===== src/rtl/project7.sv =====
// project7 -- WIDTH-bit binary adder with carry-in/carry-out plus a
// one-cycle registered output stage carrying sum, carry and status flags.
//
// Build option:
//   PROJECT7_CLA_EN  defined   : carries come from 4-bit carry-lookahead
//                                blocks (two-level form), rippled between
//                                nibbles.
//                    undefined : ripple-carry full-adder chain.
//   Both builds produce bit-identical outputs; only the carry structure differs.
//
// Ports:
//   clk     in   1      rising-edge clock (registered stage only)
//   rst     in   1      asynchronous active-high reset (registered stage only)
//   a       in   WIDTH  operand A
//   b       in   WIDTH  operand B
//   cin     in   1      carry-in
//   s       out  WIDTH  combinational sum (a + b + cin) mod 2^WIDTH
//   cout    out  1      combinational carry-out
//   s_q     out  WIDTH  registered s
//   cout_q  out  1      registered cout
//   ovf_q   out  1      registered signed overflow
//   zero_q  out  1      registered (s == 0)

module project7 #(
    parameter int WIDTH = 4
) (
    input  logic             clk,
    input  logic             rst,
    input  logic [WIDTH-1:0] a,
    input  logic [WIDTH-1:0] b,
    input  logic             cin,
    output logic [WIDTH-1:0] s,
    output logic             cout,
    output logic [WIDTH-1:0] s_q,
    output logic             cout_q,
    output logic             ovf_q,
    output logic             zero_q
);

    localparam int MSB = WIDTH - 1;

    logic [WIDTH-1:0] g;
    logic [WIDTH-1:0] p;
    logic [WIDTH:0]   c;

    assign g = a & b;
    assign p = a ^ b;
    assign c[0] = cin;

`ifdef PROJECT7_CLA_EN
    localparam int NIB   = (WIDTH + 3) / 4;
    localparam int PAD_W = NIB * 4;

    // Generate/propagate padded to whole nibbles; padding bits neither
    // generate nor propagate, so carries above WIDTH are simply ignored.
    logic [PAD_W-1:0] g_pad;
    logic [PAD_W-1:0] p_pad;
    logic [PAD_W:0]   c_pad;

    always_comb begin
        g_pad = '0;
        p_pad = '0;
        for (int i = 0; i < WIDTH; i++) begin
            g_pad[i] = g[i];
            p_pad[i] = p[i];
        end
    end

    assign c_pad[0] = cin;

    for (genvar n = 0; n < NIB; n++) begin : g_cla
        localparam int B = 4 * n;
        logic [3:0] gn;
        logic [3:0] pn;
        logic       cn;

        assign gn = g_pad[B+3:B];
        assign pn = p_pad[B+3:B];
        assign cn = c_pad[B];

        assign c_pad[B+1] = gn[0]
                          | (pn[0] & cn);
        assign c_pad[B+2] = gn[1]
                          | (pn[1] & gn[0])
                          | (pn[1] & pn[0] & cn);
        assign c_pad[B+3] = gn[2]
                          | (pn[2] & gn[1])
                          | (pn[2] & pn[1] & gn[0])
                          | (pn[2] & pn[1] & pn[0] & cn);
        assign c_pad[B+4] = gn[3]
                          | (pn[3] & gn[2])
                          | (pn[3] & pn[2] & gn[1])
                          | (pn[3] & pn[2] & pn[1] & gn[0])
                          | (pn[3] & pn[2] & pn[1] & pn[0] & cn);
    end

    assign c[WIDTH:1] = c_pad[WIDTH:1];
`else
    for (genvar i = 0; i < WIDTH; i++) begin : g_rca
        assign c[i+1] = g[i] | (p[i] & c[i]);
    end
`endif

    assign s    = p ^ c[WIDTH-1:0];
    assign cout = c[WIDTH];

    logic ovf_d;
    logic zero_d;

    // Overflow only when both operands share a sign and the result does not.
    assign ovf_d  = (a[MSB] == b[MSB]) && (s[MSB] != a[MSB]);
    assign zero_d = (s == '0);

    // Registered stage: captures every cycle; reset state equals 0 + 0 + 0.
    always_ff @(posedge clk or posedge rst) begin
        if (rst) begin
            s_q    <= '0;
            cout_q <= 1'b0;
            ovf_q  <= 1'b0;
            zero_q <= 1'b1;
        end else begin
            s_q    <= s;
            cout_q <= cout;
            ovf_q  <= ovf_d;
            zero_q <= zero_d;
        end
    end

endmodule


===== config.mk =====
export PLATFORM = sky130hd
export DESIGN_NAME = project7
export DESIGN_NICKNAME = d
export VERILOG_FILES = /design/src/rtl/project7.sv
export SDC_FILE = /design/constraint.sdc
export NUM_CORES = 1
export LEC_CHECK = 0
export ABC_CLOCK_PERIOD_IN_PS = 7720
export CORE_AREA = 3 3 40 42
export CTS_CLUSTER_SIZE = 8
export DETAILED_ROUTE_END_ITERATION = 16
export DIE_AREA = 0 0 43 45
export SETUP_SLACK_MARGIN = 0.5
export SLEW_MARGIN = 10
export SYNTH_ARGS = -nofsm -noshare
export SYNTH_HDL_FRONTEND = slang
export SYNTH_SLANG_ARGS = --single-unit

===== constraint.sdc =====
create_clock -name clk -period 7.72 [get_ports clk]
set_input_delay 1.158 -clock clk [delete_from_list [all_inputs] [get_ports clk]]
set_output_delay 1.158 -clock clk [all_outputs]
set_load 0.01 [all_outputs]

==> metrics, run 1 <==
Slew @ Worst Pin=around 240 ps; #FFs+latches synth=7; largest net degree at the start of global routing=8; Yosys top cell area share=a little under half; Syn Std Cell Area=317 um^2; Final TNS setup=0 ps; Post-synth top cells=6 x dfrtp_1, 6 x inv_1, 4 x fa_1; Area Overhead vs Synth=83.8%; library cells used by synthesis=8; num rows=13; Static Leak=roughly 0.26 nW; CTS buffer count=3; Crit Path Category=input port to primary output; Final ANT Viol Nets=0; Synthesis Warnings=0; post-CTS setup buffers=0; Final min period=5100 ps; WL/cell=between 9 and 10 um; root buf cell=clkbuf_4; total core area=0.00128 mm^2; placer congestion estimate=0.635; Synth Flop Type=dfrtp_1; setup ws final=2620 ps; startpoint types=input port; Max FO, Critical Path=3; Setup WS pre-CTS=~2600 ps; syn nets=37; CTS tree=built; Reg area=around 180 um^2; layout cells sized above 1=between 10% and 20%; # H-tree levels=1; Slew headroom=84.1%; first-pass GRT wire length=~950 um; MaxCap Viol Count=0; drt first pass iters=1; status=finished, final reports clean; Worst Setup SP=a[0]; fill cell count=around 120; maximum VDD drop=between 80 and 90 uV; Post-synth EDFFs=0; # setup viols final=0; DRC Markers=0; Die Area=roughly 0.0019 mm^2; critical path capture point type=primary output; CP bufs+invs=4; Max Clock Freq=slightly below 200 MHz; vias=236; synth top area cells=dfrtp_1 47%, fa_1 25%, dfstp_2 8.3%, inv_1 7.1%, ha_1 4.0%; CP max-delay cell=clkdlybuf4s50_1; initial antenna violation count=0; Tcrit/Tclk final=between 60% and 70%; Max stage delay on crit path=between 500 and 600 ps; Boundary Pins=23; Pwr Density=203 mW/mm^2; Synth area leader=dfrtp_1; area of the multi-input gates=approximately 120 um^2; async set or reset register ratio after synthesis=100%; Ant. Diodes=0; final hold vios=0; TritonCTS sink count=7; Required @ worst endpoint=between 6000 and 7000 ps; Hold Path Class=input port to asynchronous set/reset pin; Vias/cell=around 3.8; Die Y=45 um; CTS Hold Bufs=0; post-detailed-routing wire length=about 570 um; Syn Inst Count=21; cell depth of the worst setup path=8; post_cts resized=0; Port Buffer Count=22; die width=43 um; Final #Nets=64; Final HPWL DP=between 500 and 600 um; total track usage=7.20%; Clock transition at path regs=approximately 50 ps; GRT overflow=0; DRT iter0 DRCs=0; CP arrival=~4000 ps; RSZ-0062 raised after global routing=no; total power=about 0.12 mW; sequential fraction of the synthesis area=between 50 and 60%; WHS=1140 ps; CTS max path bufs=2; max-slew violations=0; initial core utilization=24.6%; average cell area after synthesis=between 15 and 20 um^2; critical path, cell by cell=clkdlybuf4s50_1 > fa_1 > fa_1 > fa_1 > inv_1 > fa_1 > inv_1 > clkdlybuf4s50_1; Crit path top cell by count=fa_1; CP top delay family=adder cells; vias in the first global route=approximately 250
final timing paths:
kind                                    end  slack (ps)
max                                    s[3]        2620
min                        s_q[2]$_DFF_PP0_        1140
max in group asynchronous  zero_q$_DFF_PP1_        6320
min in group clk            ovf_q$_DFF_PP0_        1610
through the flow:
stage | instances | util [%] | area, um^2
floorplan | 21 | - | 317
global placement | 58 | 43.2 | 556
detailed placement | 58 | 43.2 | 556
global route | 62 | 45.3 | 582
finish | 62 | 45.3 | 582
CTS | 62 | 45.3 | 582
report_power, final:
part / total, mW / switching [mW] / internal (mW)
logic: 0.0427 / 0.0170 / 0.0256
registers: 0.0441 / 0.00135 / 0.0427
clock network: 0.0312 / 0.0116 / 0.0196
total: 0.118 / 0.0300 / 0.0880
sequential cells by signal, summed over array words and instances (netlist names):
| name | flops |
|---|---|
| s_q | 4 |
| cout_q | 1 |
| ovf_q | 1 |
| zero_q | 1 |
per-layer routing:
metal  vias to the layer above  wire [um]  GRT usage, %
met5                         -          0             0
met4                         0         17          9.04
met3                         2         61          2.79
met2                        15        307          11.7
met1                       107        188          6.08
li1                        112          -             -
final cells by class:
type	instances	area share (%)
Clock buffer	4	4.52
Inverter	6	3.87
Multi-Input combinational cell	8	20.2
Sequential cell	7	30.3
Tap cell	15	3.23
Timing Repair Buffer	22	37.8
kinds of logic after synthesis:
group	count (synthesis)	synth area share [%]
xor gates and xnor gates	1	2.77
adders and majority gates	5	29.2
buffers and inverters	6	7.11
DFF	7	55.7
and+or+nand+nor	2	5.14
cell usage in the layout, fill, tap and decap left out:
cell and count:
nor4_2 1, clkdlybuf4s50_1 22, clkbuf_1 1, inv_1 6, fa_1 4, ha_1 1, xor2_1 1, nor2_1 1
clkbuf_4 3, dfstp_2 1, dfrtp_1 6
(Power assumes the default switching activity.)
==> run 2: changes to the inputs <==
--- a/config.mk
+++ b/config.mk
@@ -5,7 +5,7 @@
 export SDC_FILE = /design/constraint.sdc
 export NUM_CORES = 1
 export LEC_CHECK = 0
-export ABC_CLOCK_PERIOD_IN_PS = 7720
+export ABC_CLOCK_PERIOD_IN_PS = 4100
 export CORE_AREA = 3 3 40 42
 export CTS_CLUSTER_SIZE = 8
 export DETAILED_ROUTE_END_ITERATION = 16
==> constraint.sdc (replaced) <==
create_clock -name clk -period 4.1 [get_ports clk]
set_input_delay 0.615 -clock clk [delete_from_list [all_inputs] [get_ports clk]]
set_output_delay 0.615 -clock clk [all_outputs]
set_load 0.01 [all_outputs]
==> metrics, run 2 (same netlist as run 1, synthesis figures left out) <==
Max FO, Critical Path=2 (was 3); total track usage=8.28% (was 7.20%); startpoint types=input port (unchanged); WL/cell=10.5 um (was 9.24 um); vias=253 (was 236); layout cells sized above 1=26.5% (was 10.6%); Pwr Density=384 mW/mm^2 (was 203 mW/mm^2); Reg with most FFs=s_q (unchanged); CTS Hold Bufs=0 (unchanged); Final Cell Area=606 um^2 (was 582 um^2); DRT iter0 DRCs=0 (unchanged); Tcrit/Tclk final=~85%; Static Leak=0.269 nW (was 0.258 nW); root buf cell=clkbuf_4 (unchanged); largest net degree at the start of global routing=8 (unchanged); Crit Path Category=input port to primary output (unchanged); Hold Path Class=input port to asynchronous set/reset pin (unchanged); Clock transition at path regs=50 ps (about the same); Die Area=0.00194 mm^2 (unchanged); total core area=0.00128 mm^2 (unchanged); Max Clock Freq=between 200 and 300 MHz; Slew headroom=83.4% (was 84.1%); CTS max path bufs=2 (unchanged); CTS tree=built (unchanged); first-pass GRT wire length=1040 um (was 945 um); CTS buffer count=3 (unchanged); placed instance area=563 um^2 (was 556 um^2); DRC Markers=0 (unchanged); RSZ-0062 raised after global routing=no (unchanged); status=finished, final reports clean (unchanged); Final min period=approximately 3500 ps; max reg flops=4 (unchanged); max-slew violations=0 (unchanged); Reg area=176 um^2 (unchanged); Final TNS setup=0 ps (unchanged); # H-tree levels=1 (unchanged); die width=43 um (unchanged); Boundary Pins=23 (unchanged); setup ws final=604 ps (was 2620 ps); Ant. Diodes=0 (unchanged); TritonCTS sink count=7 (unchanged); Port Buffer Count=22 (unchanged); most frequent cells in the layout=20 x clkdlybuf4s50_1, 6 x dfrtp_1, 5 x inv_1 (was 22 x clkdlybuf4s50_1, 6 x inv_1, 6 x dfrtp_1); critical path capture point type=primary output (unchanged); WHS=589 ps (was 1140 ps); Cells after DPL=59 (was 58); # setup viols final=0 (unchanged); commonest non-fill, non-tap cell in the layout=clkdlybuf4s50_1 (unchanged); Area Overhead vs Synth=91.3% (was 83.8%); area of the multi-input gates=125 um^2 (was 118 um^2); vias in the first global route=267 (was 254); fill cell count=120 (was 117); GRT overflow=0 (unchanged); Required @ worst endpoint=3480 ps (was 6560 ps); Setup WS pre-CTS=76.0 ps (was 2590 ps); post-route insts no fill=64 (was 62); Die Y=45 um (unchanged); final hold vios=0 (unchanged); Final #Nets=66 (was 64); initial antenna violation count=0 (unchanged); MaxCap Viol Count=0 (unchanged); initial core utilization=24.6% (unchanged); post-detailed-routing wire length=673 um (was 573 um); drt first pass iters=1 (unchanged); Vias/cell=3.95 (was 3.81); maximum VDD drop=123 uV (was 80.9 uV); total power=0.233 mW (was 0.118 mW); Final ANT Viol Nets=0 (unchanged); placer congestion estimate=0.623 (was 0.635); Final Util=47.1% (was 45.3%); CP arrival=2880 ps (was 3950 ps); Slew @ Worst Pin=248 ps (was 238 ps); num rows=13 (unchanged)
[run 2: timing repair]
action | 4_1_cts | 5_1_grt
pin swaps | 1 | 1
setup endpoints to repair | 3 | 1
setup buffers | 1 | 0
resized for setup | 6 | 2
[run 2: power breakdown]
group	internal, mW	switching [mW]
Combinational	0.0537	0.0345
Clock	0.0356	0.0260
Sequential	0.0804	0.00265
[run 2: metal layers]
| metal | vias to the layer above | GRT usage, % | routed length (um) | share of wire [%] |
|---|---|---|---|---|
| li1 | 116 | - | - | - |
| met1 | 116 | 6.78 | 209 | 31 |
| met2 | 17 | 14.1 | 363 | 54 |
| met3 | 4 | 1.20 | 66 | 9.8 |
| met4 | 0 | 12.7 | 34 | 5.1 |
| met5 | - | 0 | 0 | 0 |
[run 2: worst paths after layout]
check / start / endpoint / slack [ps] / cells past startpoint
min in group clk: a[0] / s_q[0]$_DFF_PP0_ / 900 / 2
max in group asynchronous: rst / zero_q$_DFF_PP1_ / 3250 / 2
worst min-delay path: rst / s_q[2]$_DFF_PP0_ / 590 / 2
worst max-delay path: b[0] / s[3] / 600 / 8
[run 2: cell type report]
type,instances,area share (%)
clock buffers,3,3.72
repair buffers,24,38.8
inverters,6,3.72
flip-flops and latches,7,29.1
well taps,15,3.10
multi-input cells,8,20.7
clock inverters,1,0.826
[run 2: worst max-delay path, cell delays in order]
cell and delay (ps):
clkdlybuf4s50_1 430, fa_2 370, fa_2 340, fa_2 330
inv_1 70, fa_1 440, inv_2 70, clkdlybuf4s15_2 210
